File: src/rtl/pw_lock_ctrl.sv
// pw_lock_ctrl -- password lock controller with retry limit and timed lockout.
//
// Compares a 16-bit guess against the stored password on each rising edge of
// `check`. Too many consecutive mismatches send the lock into a timed lockout,
// and `lock` re-arms an open or unlocked controller.
//
// Ports:
//   clk         system clock, rising edge
//   reset       asynchronous active-high reset
//   guess_pw    16-bit guess
//   actual_pw   16-bit stored password
//   check       level input; a rising edge requests a comparison
//   lock        level input; a rising edge requests arm/re-lock
//   state       FSM state: OPEN=00, LOCKED=01, UNLOCKED=10, LOCKOUT=11
//   unlocked    high in OPEN or UNLOCKED
//   lockout     high in LOCKOUT
//   pass_pulse  one-cycle pulse on a matching guess
//   fail_pulse  one-cycle pulse on a mismatching guess
//   tries_left  MAX_TRIES minus the current consecutive failures
module pw_lock_ctrl #(
    parameter int MAX_TRIES      = 3,
    parameter int LOCKOUT_CYCLES = 100000000
) (
    input  logic        clk,
    input  logic        reset,
    input  logic [15:0] guess_pw,
    input  logic [15:0] actual_pw,
    input  logic        check,
    input  logic        lock,
    output logic [1:0]  state,
    output logic        unlocked,
    output logic        lockout,
    output logic        pass_pulse,
    output logic        fail_pulse,
    output logic [1:0]  tries_left
);

    // The counter only has to hold LOCKOUT_CYCLES-1, so clog2 bits suffice.
    localparam int CNT_W = (LOCKOUT_CYCLES > 2) ? $clog2(LOCKOUT_CYCLES) : 1;
    localparam logic [CNT_W-1:0] CNT_LOAD = CNT_W'(LOCKOUT_CYCLES - 1);
    localparam logic [1:0]       MAX_CNT  = 2'(MAX_TRIES);

    typedef enum logic [1:0] {
        ST_OPEN     = 2'b00,
        ST_LOCKED   = 2'b01,
        ST_UNLOCKED = 2'b10,
        ST_LOCKOUT  = 2'b11
    } state_t;

    state_t            state_q, state_d;
    logic [1:0]        fail_cnt_q, fail_cnt_d;
    logic [CNT_W-1:0]  cnt_q, cnt_d;
    logic              check_q, lock_q;
    logic              pass_q, pass_d;
    logic              fail_q, fail_d;

    logic              check_rise, lock_rise;
    logic [2:0]        fail_next;

    assign check_rise = check & ~check_q;
    assign lock_rise  = lock & ~lock_q;
    // One bit wider so the compare against MAX_CNT cannot wrap.
    assign fail_next  = {1'b0, fail_cnt_q} + 3'd1;

    always_comb begin
        state_d    = state_q;
        fail_cnt_d = fail_cnt_q;
        cnt_d      = cnt_q;
        pass_d     = 1'b0;
        fail_d     = 1'b0;
        unique case (state_q)
            ST_OPEN: begin
                if (lock_rise) state_d = ST_LOCKED;
            end
            ST_LOCKED: begin
                // A simultaneous lock edge has no meaning here; only check acts.
                if (check_rise) begin
                    if (guess_pw == actual_pw) begin
                        state_d    = ST_UNLOCKED;
                        fail_cnt_d = 2'd0;
                        pass_d     = 1'b1;
                    end else begin
                        fail_d = 1'b1;
                        if (fail_cnt_q < MAX_CNT) fail_cnt_d = fail_next[1:0];
                        if (fail_next >= {1'b0, MAX_CNT}) begin
                            state_d = ST_LOCKOUT;
                            cnt_d   = CNT_LOAD;
                        end
                    end
                end
            end
            ST_UNLOCKED: begin
                // Re-locking takes priority over any concurrent check.
                if (lock_rise) begin
                    state_d    = ST_LOCKED;
                    fail_cnt_d = 2'd0;
                end
            end
            ST_LOCKOUT: begin
                if (cnt_q == '0) begin
                    state_d    = ST_LOCKED;
                    fail_cnt_d = 2'd0;
                end else begin
                    cnt_d = cnt_q - 1'b1;
                end
            end
            default: state_d = ST_OPEN;
        endcase
    end

    always_ff @(posedge clk or posedge reset) begin
        if (reset) begin
            state_q    <= ST_OPEN;
            fail_cnt_q <= 2'd0;
            cnt_q      <= '0;
            check_q    <= 1'b0;
            lock_q     <= 1'b0;
            pass_q     <= 1'b0;
            fail_q     <= 1'b0;
        end else begin
            state_q    <= state_d;
            fail_cnt_q <= fail_cnt_d;
            cnt_q      <= cnt_d;
            check_q    <= check;
            lock_q     <= lock;
            pass_q     <= pass_d;
            fail_q     <= fail_d;
        end
    end

    assign state      = state_q;
    assign unlocked   = (state_q == ST_OPEN) || (state_q == ST_UNLOCKED);
    assign lockout    = (state_q == ST_LOCKOUT);
    assign pass_pulse = pass_q;
    assign fail_pulse = fail_q;
    assign tries_left = MAX_CNT - fail_cnt_q;

endmodule

File: config.mk
export PLATFORM = sky130hd
export DESIGN_NAME = pw_lock_ctrl
export DESIGN_NICKNAME = d
export VERILOG_FILES = /design/src/rtl/pw_lock_ctrl.sv
export SDC_FILE = /design/constraint.sdc
export NUM_CORES = 1
export LEC_CHECK = 0
export ABC_CLOCK_PERIOD_IN_PS = 2400
export BUFFER_PORTS_ARGS = -buffer_cell sky130_fd_sc_hd__buf_2
export CAP_MARGIN = 20
export CORE_MARGIN = 3
export CORE_UTILIZATION = 49
export CTS_BUF_LIST = sky130_fd_sc_hd__clkbuf_4 sky130_fd_sc_hd__clkbuf_8 sky130_fd_sc_hd__clkbuf_16
export DETAILED_ROUTE_END_ITERATION = 7
export HOLD_SLACK_MARGIN = 0.03
export MAX_ROUTING_LAYER = met4
export PLACE_DENSITY = 0.84
export REMOVE_ABC_BUFFERS = 1
export SYNTH_ARGS = -nofsm -noshare
export SYNTH_HDL_FRONTEND = slang
export SYNTH_SLANG_ARGS = --single-unit
File: constraint.sdc
create_clock -name clk -period 2.4 [get_ports clk]
set_input_delay 0.12 -clock clk [delete_from_list [all_inputs] [get_ports clk]]
set_output_delay 0.12 -clock clk [all_outputs]
set_load 0.005 [all_outputs]
==> results.json <==
{
  "outcome": "finished, violations left",
  "violations": "setup timing",
  "period_share": 1.01,
  "worstSetupPathDepth": 8,
  "relSlewSlack": 0.646,
  "r2r_cells": 8,
  "post-dp-hpwl_um": 3950,
  "finalHoldWorstSlack_ns": 0.470,
  "layout_common_cells": "43 x buf_2, 35 x dfrtp_1, 25 x buf_4",
  "yosysWarnings": 0,
  "p_comb_frac": 0.461,
  "die_area_mm2": 0.00529,
  "power_leakage_nw": 1.21,
  "final_area_mm2": 0.00295,
  "worstSetupStartpointType": "register",
  "post-route-min-period_ns": 2.43,
  "crit_buf_inv": 2,
  "cts_buffer_depth": 2,
  "diodes": 0,
  "p_sw_uw": 905,
  "io_buffers": 43,
  "synth_cells": 236,
  "seq_area_frac_synth": 0.402,
  "crit_slowest_cell": "or4_4",
  "grt_pass1_wl_um": 9180,
  "p_clk_frac": 0.178,
  "critPathTopFamily": "simple AND/OR/NAND/NOR gates",
  "rows": 23,
  "start_util": 0.526,
  "wl_per_cell_um": 16.9,
  "cap_violations": 0,
  "htree_levels": 2,
  "rsz0062_at_grt": "yes",
  "die_y_um": 72.7,
  "syn_area_mm2": 0.00218,
  "drt.antenna.violating_nets": 0,
  "antenna_found_initial": 0,
  "nets": 352,
  "path_clk_slew_ns": 0.07,
  "cts_sinks": 35,
  "gp_congestion": 0.870,
  "dr.pass1.iters": 6,
  "reg2reg_slack_ns": -0.03,
  "drt_iter0_drc": 223,
  "syn_area_per_cell_um2": 9.24,
  "setup.worst_path.class": "register to register",
  "drt-total-wl_um": 6100,
  "core_mm2": 0.00414,
  "async_flop_share": 1.00,
  "pin_count": 44,
  "max_stage_delay_ns": 0.49,
  "cp-end-kind": "register",
  "synth_ff_type": "dfrtp_1",
  "power_density_mw_per_mm2": 780,
  "seqPwrFrac": 0.361,
  "finalClockSkew_ns": 0.00270,
  "synth_cell_types": 42,
  "cts_root_buf": "clkbuf_8",
  "grt_pass1_vias": 2038,
  "grt_max_degree": 36,
  "synth-seq-cells": 35,
  "finalHoldViolations": 0,
  "clock_latency_ns": 0.29,
  "setup_violations": 16,
  "layout-drive-gt1-share": 0.360,
  "chipWidth_um": 72.7,
  "final_common_cell": "buf_2",
  "required_ns": 2.56,
  "fillCellCount": 294,
  "hold_class": "input pin to async pin",
  "fin_ws_ns": -0.0316,
  "placed_cell_area_mm2": 0.00264,
  "fmax_mhz": 411,
  "synth_edf_count": 0,
  "p_sw_frac": 0.394,
  "cts_tree": "yes",
  "arrival_ns": 2.59,
  "drc": 0,
  "area_growth_pct": 35.1,
  "tightest_slew_ns": 0.526,
  "vias": 2291,
  "maxSlewViolCount": 0,
  "ir_worst_vdd_mv": 0.431,
  "cts_made_buffers": 5,
  "cp_max_fo": 5,
  "avgViaCountPerCell": 6.35,
  "final_util": 0.711,
  "p_int_mw": 1.39,
  "track_usage": 0.227,
  "grt_overflow": 0,
  "cp_cell_sequence": "inv_1 > ha_2 > or4b_4 > or4_4 > nor4_4 > a211o_4 > clkbuf_16 > o31ai_2"
}
==> routing by layer <==
metal | wire length, um | vias to the layer above | track usage | part of all wire
met5 | 0 | - | - | 0
met4 | 235 | 0 | 0.0902 | 0.039
met3 | 473 | 29 | 0.0399 | 0.078
met2 | 3040 | 134 | 0.374 | 0.50
met1 | 2350 | 1084 | 0.276 | 0.39
li1 | - | 1044 | - | -
==> power by group through the flow <==
stage                     sequential, mW  clock [mW]  combinational, mW
after CTS                          0.821       0.408              0.889
after global routing               0.843       0.445               1.14
after global placement             0.818           0              0.846
after detailed placement           0.829           0              0.869
final                              0.829       0.409               1.06
after floorplan                    0.825           0              0.480
==> cell type report <==
cell class / instances / area (um2) / share of cell area
Clock buffer: 6 / 76.3 / 0.0259
Inverter: 13 / 48.8 / 0.0166
Multi-Input combinational cell: 179 / 1350 / 0.458
Sequential cell: 35 / 876 / 0.297
Tap cell: 50 / 62.6 / 0.0212
Timing Repair Buffer: 78 / 534 / 0.181
==> what timing repair did <==
action | CTS | global route
endpoints found under the hold margin | 37 | 0
resized for setup | 6 | 30
hold buffers | 3 | 0
cloned | 0 | 2
setup endpoints to repair | 26 | 27
buffers inserted | 0 | 1
pin swaps | 2 | 11
==> worst reg2reg max path, stage by stage (launching register included) <==
cell	delay, ns
dfrtp_1	0.38
inv_1	0.07
ha_2	0.18
or4b_4	0.46
or4_4	0.49
nor4_4	0.30
a211o_4	0.21
clkbuf_16	0.16
o31ai_2	0.06
==> kinds of logic after synthesis <==
group,after synthesis,synth area share
simple gates,84,0.211
compound gates,74,0.246
flops,35,0.402
buf+inv,22,0.0499
xor+xnor,16,0.0643
fa+ha+maj,4,0.0229
mux,1,0.00459
==> metrics by stage <==
| stage | setup slack (ns) | power, mW | TNS (ns) | cells |
|---|---|---|---|---|
| 2_1_floorplan | -0.224 | 1.31 | -2.48 | 227 |
| 3_3_place_gp | -0.0273 | 1.66 | -0.179 | 349 |
| 3_5_place_dp | -0.115 | 1.70 | -1.70 | 349 |
| 4_1_cts | -0.0369 | 2.12 | -0.191 | 358 |
| 5_1_grt | -0.0968 | 2.43 | -1.66 | 361 |
| 6_report | -0.0316 | 2.30 | -0.309 | 361 |
==> state kept, by name, summed over array words and instances (netlist names) <==
register,cells
pass_pulse,1
fail_pulse,1
lock_q,1
fail_cnt_q,2
state,2
check_q,1
cnt_q,27
==> path summary, 6_finish.rpt <==
check / from / to
setup / recovery: cnt_q[0] / cnt_q[22]
hold / removal: reset / cnt_q[25]
setup reg to reg: cnt_q[0] / cnt_q[22]
hold reg to reg: cnt_q[11] / cnt_q[11]
max in group asynchronous: reset / cnt_q[2]
min in group clk: guess_pw[4] / pass_pulse
==> synth_stat cells, types with 6 or more instances <==
cell	n	area share
a31oi_1	8	0.023
nand4_1	6	0.017
a21oi_1	13	0.030
o31ai_1	9	0.031
nor2_1	23	0.040
nor4_1	10	0.029
nor3_1	16	0.037
o21ai_0	13	0.030
dfrtp_1	35	0.40
xnor2_1	16	0.064
or3_1	6	0.017
inv_1	13	0.022
nand2_1	6	0.010
Power figures use the tool's default switching activity.
